$ cat src/rtl/apb_pkg.sv
// Shared APB types and constants: bus widths, master FSM states and the default timeout.
package apb_pkg;

  localparam int ADDR_WIDTH          = 8;
  localparam int DATA_WIDTH          = 32;
  localparam int MST_DEFAULT_TIMEOUT = 16;

  typedef enum logic [1:0] {
    MST_IDLE   = 2'd0,
    MST_SETUP  = 2'd1,
    MST_ACCESS = 2'd2
  } apb_master_state_t;

endpackage

$ cat src/rtl/apb_rr_arbiter.sv
// Combinational round-robin picker: first asserted request at or above the pointer, with wrap.
module apb_rr_arbiter #(
  parameter int NUM_REQ = 4
) (
  input  logic [NUM_REQ-1:0]         i_req,
  input  logic [$clog2(NUM_REQ)-1:0] i_ptr,
  output logic [NUM_REQ-1:0]         o_grant,
  output logic [$clog2(NUM_REQ)-1:0] o_idx,
  output logic                       o_any
);

  localparam int IDX_W = $clog2(NUM_REQ);

  logic [IDX_W-1:0] w_j;

  always_comb begin
    o_grant = '0;
    o_idx   = '0;
    o_any   = 1'b0;
    w_j     = '0;
    for (int k = 0; k < NUM_REQ; k++) begin
      w_j = IDX_W'((int'(i_ptr) + k) % NUM_REQ);
      if (!o_any && i_req[w_j]) begin
        o_any      = 1'b1;
        o_grant[w_j] = 1'b1;
        o_idx      = w_j;
      end
    end
  end

endmodule

$ cat src/rtl/apb_master_arbiter.sv
// Round-robin APB master: accepts one local request at a time, runs SETUP/ACCESS,
// and returns read data / error / timeout status to the winning requester.
module apb_master_arbiter
  import apb_pkg::*;
#(
  parameter int NUM_REQ    = 4,
  parameter int TIMEOUT    = apb_pkg::MST_DEFAULT_TIMEOUT,
  parameter int ADDR_WIDTH = apb_pkg::ADDR_WIDTH,
  parameter int DATA_WIDTH = apb_pkg::DATA_WIDTH
) (
  input  logic                           pclk,
  input  logic                           presetn,
  input  logic [NUM_REQ-1:0]             req_valid,
  input  logic [NUM_REQ-1:0]             req_write,
  input  logic [NUM_REQ*ADDR_WIDTH-1:0]  req_addr,
  input  logic [NUM_REQ*DATA_WIDTH-1:0]  req_wdata,
  output logic [NUM_REQ-1:0]             req_ready,
  output logic [NUM_REQ-1:0]             rsp_valid,
  output logic [DATA_WIDTH-1:0]          rsp_rdata,
  output logic                           rsp_err,
  output logic                           rsp_timeout,
  output logic [ADDR_WIDTH-1:0]          paddr,
  output logic                           psel,
  output logic                           penable,
  output logic                           pwrite,
  output logic [DATA_WIDTH-1:0]          pwdata,
  input  logic [DATA_WIDTH-1:0]          prdata,
  input  logic                           pready,
  input  logic                           pslverr
);

  localparam int IDX_W = $clog2(NUM_REQ);

  apb_master_state_t r_state, w_nextState;

  logic [IDX_W-1:0]      r_ptr, r_id, w_idx;
  logic [NUM_REQ-1:0]    w_grant;
  logic                  w_any;
  logic [7:0]            r_cnt;
  logic                  w_timeout, w_done;
  logic [ADDR_WIDTH-1:0] r_paddr;
  logic                  r_pwrite;
  logic [DATA_WIDTH-1:0] r_pwdata;
  logic [NUM_REQ-1:0]    r_rspValid;
  logic [DATA_WIDTH-1:0] r_rspRdata;
  logic                  r_rspErr, r_rspTimeout;

  apb_rr_arbiter #(.NUM_REQ(NUM_REQ)) u_arb (
    .i_req   (req_valid),
    .i_ptr   (r_ptr),
    .o_grant (w_grant),
    .o_idx   (w_idx),
    .o_any   (w_any)
  );

  assign w_timeout = (r_cnt == 8'(TIMEOUT - 1));
  assign w_done    = pready | pslverr | w_timeout;

  always_ff @(posedge pclk or negedge presetn) begin
    if (!presetn) r_state <= MST_IDLE;
    else          r_state <= w_nextState;
  end

  // Grant is combinational in IDLE but suppressed while reset is held.
  always_comb begin
    w_nextState = r_state;
    req_ready   = '0;
    psel        = 1'b0;
    penable     = 1'b0;
    case (r_state)
      MST_IDLE: begin
        if (w_any) begin
          req_ready   = presetn ? w_grant : '0;
          w_nextState = MST_SETUP;
        end
      end
      MST_SETUP: begin
        psel        = 1'b1;
        w_nextState = MST_ACCESS;
      end
      MST_ACCESS: begin
        psel    = 1'b1;
        penable = 1'b1;
        if (w_done) w_nextState = MST_IDLE;
      end
      default: w_nextState = MST_IDLE;
    endcase
  end

  always_ff @(posedge pclk or negedge presetn) begin
    if (!presetn) begin
      r_ptr        <= '0;
      r_id         <= '0;
      r_cnt        <= '0;
      r_paddr      <= '0;
      r_pwrite     <= 1'b0;
      r_pwdata     <= '0;
      r_rspValid   <= '0;
      r_rspRdata   <= '0;
      r_rspErr     <= 1'b0;
      r_rspTimeout <= 1'b0;
    end else begin
      r_rspValid   <= '0;
      r_rspRdata   <= '0;
      r_rspErr     <= 1'b0;
      r_rspTimeout <= 1'b0;
      case (r_state)
        MST_IDLE: begin
          if (w_any) begin
            r_id     <= w_idx;
            r_paddr  <= req_addr[int'(w_idx)*ADDR_WIDTH +: ADDR_WIDTH];
            r_pwdata <= req_wdata[int'(w_idx)*DATA_WIDTH +: DATA_WIDTH];
            r_pwrite <= req_write[w_idx];
          end
        end
        MST_SETUP: r_cnt <= '0;
        MST_ACCESS: begin
          r_cnt <= r_cnt + 8'd1;
          if (w_done) begin
            r_rspValid   <= NUM_REQ'(1) << r_id;
            r_rspRdata   <= (!r_pwrite && pready && !pslverr) ? prdata : '0;
            r_rspErr     <= pslverr | w_timeout;
            r_rspTimeout <= w_timeout & ~(pready | pslverr);
            r_ptr        <= (r_id == IDX_W'(NUM_REQ - 1)) ? '0 : r_id + 1'b1;
          end
        end
        default: ;
      endcase
    end
  end

  assign paddr       = r_paddr;
  assign pwrite      = r_pwrite;
  assign pwdata      = r_pwdata;
  assign rsp_valid   = r_rspValid;
  assign rsp_rdata   = r_rspRdata;
  assign rsp_err     = r_rspErr;
  assign rsp_timeout = r_rspTimeout;

endmodule
$ cat config.mk
export PLATFORM = sky130hd
export DESIGN_NAME = apb_master_arbiter
export DESIGN_NICKNAME = d
export VERILOG_FILES = /design/src/rtl/apb_pkg.sv /design/src/rtl/apb_rr_arbiter.sv /design/src/rtl/apb_master_arbiter.sv
export SDC_FILE = /design/constraint.sdc
export NUM_CORES = 1
export LEC_CHECK = 0
export CORE_AREA = 3 3 111 113
export DETAILED_ROUTE_END_ITERATION = 12
export DIE_AREA = 0 0 114 116
export DONT_BUFFER_PORTS = 1
export SETUP_SLACK_MARGIN = 0.2
export SLEW_MARGIN = 20
export SYNTH_ARGS = -nofsm -noshare
export SYNTH_HDL_FRONTEND = slang
export SYNTH_HIERARCHICAL = 1
export SYNTH_SLANG_ARGS = --single-unit
$ cat constraint.sdc
create_clock -name pclk -period 4.42 [get_ports pclk]
set_input_delay 0.884 -clock pclk [delete_from_list [all_inputs] [get_ports pclk]]
set_output_delay 0.884 -clock pclk [all_outputs]
set_load 0.02 [all_outputs]
==> results.yml <==
timing:
  hold_viol_final: 0
  finalCriticalPeriod_ns: 3.72
  fin_skew_ns: 0.00872
  setup_slack_ns: 0.704
  period_share: 0.841
  slew_headroom: 0.468
  slew_violations: 0
  rsz0062_at_grt: "no"
  clock.fmax_ghz: 0.269
  hold_slack_ns: 0.235
  setup_tns_ns: 0
  worst_slew_pin_slew_ns: 0.799
  finalSetupViolCount: 0
synth:
  synth_top_area_cell: "dfrtp_1"
  syn_inst: 358
  synthFlopType: "dfrtp_1"
  ys_seq_elements: 93
  netlist_area_um2: 5220
  yosysUniqueCellTypes: 50
  async_flop_share: 1.00
  synth_common_cells: "93 x dfrtp_1, 43 x mux4_2, 39 x mux2_4"
  yosys-top-cells-area: "dfrtp_1 45%, mux4_2 19%, mux2_4 11%, and2_1 4.6%, ha_1 3.1%"
  synth_top_area_frac: 0.446
  ys_warn_count: 6
  synth_nets: 575
  synth_seq_area_share: 0.446
  syn_area_per_cell_um2: 14.6
  yosysMostFrequentCell: "dfrtp_1"
  synth_edf_count: 0
grt:
  antenna_found_initial: 1
  grt_pass1_vias: 3222
  track_usage: 0.193
  grt_max_degree: 98
  grt_pass1_wl_um: 19100
  overflow: 0
layout:
  fillers: 994
  area_growth_pct: 6.24
  antenna_cells: 0
  fin_area_um2: 5540
  multiInputGateArea_um2: 2660
  drive_above_1_share: 0.322
  ff_latch_area_um2: 2330
  stdcell_count: 497
  postLayoutCoreUtil: 0.485
  layout.nets: 567
routing:
  vias: 3120
  drtIter0Drc: 201
  wirelength_um: 13200
  drt_pass1_iterations: 4
  vias_per_cell: 6.28
  post-route-drc-count: 0
  wire_per_inst_um: 26.6
  ant_nets: 0
flow_run:
  drv_cap: 0
placed_design:
  placed_area_um2: 5260
  placed_cells: 482
  place_hpwl_um: 10100
  routabilityCongestion: 0.786
  pre_cts_slack_ns: 0.785
  placement.io_buffers: 0
setup_path:
  arrival_ns: 2.83
  startpoint_type: "flop"
  reg2reg_from: "r_ptr[1]"
  end_kind: "output port"
  worst-path-max-fanout: 10
  worstPathRequired_ns: 3.54
  criticalPathCategory: "flop to output port"
  crit_start: "r_ptr[1]"
floorplan:
  initial_utilization: 0.457
  die_h_um: 116
  die_x_um: 114
  dieArea_um2: 13200
  io_pins: 289
  core_um2: 11400
  rows: 39
cts:
  clock_latency_ns: 0.34
  postCtsSetupBuffers: 0
  cts_tree: "done"
  cts-root-buf: "clkbuf_16"
  cts-buffers-inserted: 9
  cts_hold_buf: 0
  clk_path_buf_depth: 2
  cts.sinks: 93
  ctsResizeCount: 0
  clkTransAtPathRegs_ns: 0.07
  cts_htree_levels: 3
pwr:
  total_power_mw: 5.08
  power_density_nw_per_um2: 918
  max-vdd-ir-drop_uv: 506
  p_leak_nw: 2.40
min_path:
  worstHoldPathType: "primary input to async pin"
status:
  status: "finished, final reports clean"
registers in the layout, summed over array words and instances, names as in the netlist:
name	count
r_state	2
r_id	2
r_ptr	2
pwrite	1
paddr	8
pwdata	32
rsp_rdata	32
r_cnt	8
rsp_valid	4
rsp_timeout	1
rsp_err	1
cell families (layout without fill, tap and decap cells):
| group | count (synthesis) | count (layout) | synth area share |
|---|---|---|---|
| DFF | 93 | 93 | 0.446 |
| muxes | 92 | 92 | 0.325 |
| and+or+nand+nor | 81 | 81 | 0.0953 |
| AOI/OAI and AO/OA | 41 | 41 | 0.0559 |
| buffers and inverters | 38 | 34 | 0.0465 |
| adders and majority gates | 13 | 13 | 0.0312 |
per-layer routing:
metal / global-route usage / wire length [um] / vias to the layer above
met5: 0 / 13 / -
met4: 0.0721 / 183 / 2
met3: 0.0585 / 1250 / 16
met2: 0.318 / 6830 / 192
met1: 0.241 / 4960 / 1588
li1: - / - / 1322
cell type report:
type | instances | share of cell area
sequential | 93 | 0.420
inverter | 14 | 0.00949
tap | 143 | 0.0323
clock inverter | 4 | 0.00542
multi-input combinational | 227 | 0.480
timing repair buffer | 5 | 0.00678
clock buffer | 11 | 0.0456
final timing paths:
| kind | to | slack (ns) | cells after the start |
|---|---|---|---|
| max | req_ready[0] | 0.70 | 7 |
| min | rsp_rdata[16] | 0.24 | 0 |
| max reg2reg | pwdata[6] | 0.79 | 9 |
| min reg2reg | r_cnt[0] | 0.53 | 1 |
| max in group asynchronous | pwrite | 4.06 | 0 |
| min in group pclk | r_cnt[0] | 0.53 | 1 |
placed cells by master (no fill, tap or decap), types with 5 or more instances in the layout:
cell type and instances:
nand2_1 8, nor2_1 6, buf_4 5, o21ai_1 6, clkbuf_16 9, mux4_2 43, a21oi_1 6, a22oi_1 8
dfrtp_1 93, ha_1 13, nand3_1 7, inv_1 13, o21ai_0 6, mux2_4 39, and2_1 37
worst max-delay path, stage by stage (launching register included):
cell	delay, ns
dfrtp_1	0.52
inv_1	0.15
ha_1	0.37
mux4_2	0.45
nor4b_4	0.42
a22oi_1	0.12
o21ai_0	0.13
and3_1	0.33
power by group:
group          total [mW]  leakage, nW  switching, mW  internal (mW)
clock               0.739        0.138          0.327          0.412
sequential           1.61         1.19          0.495           1.12
combinational        2.73         1.07           1.17           1.56
Note: power is estimated with default switching activity, not from simulation.
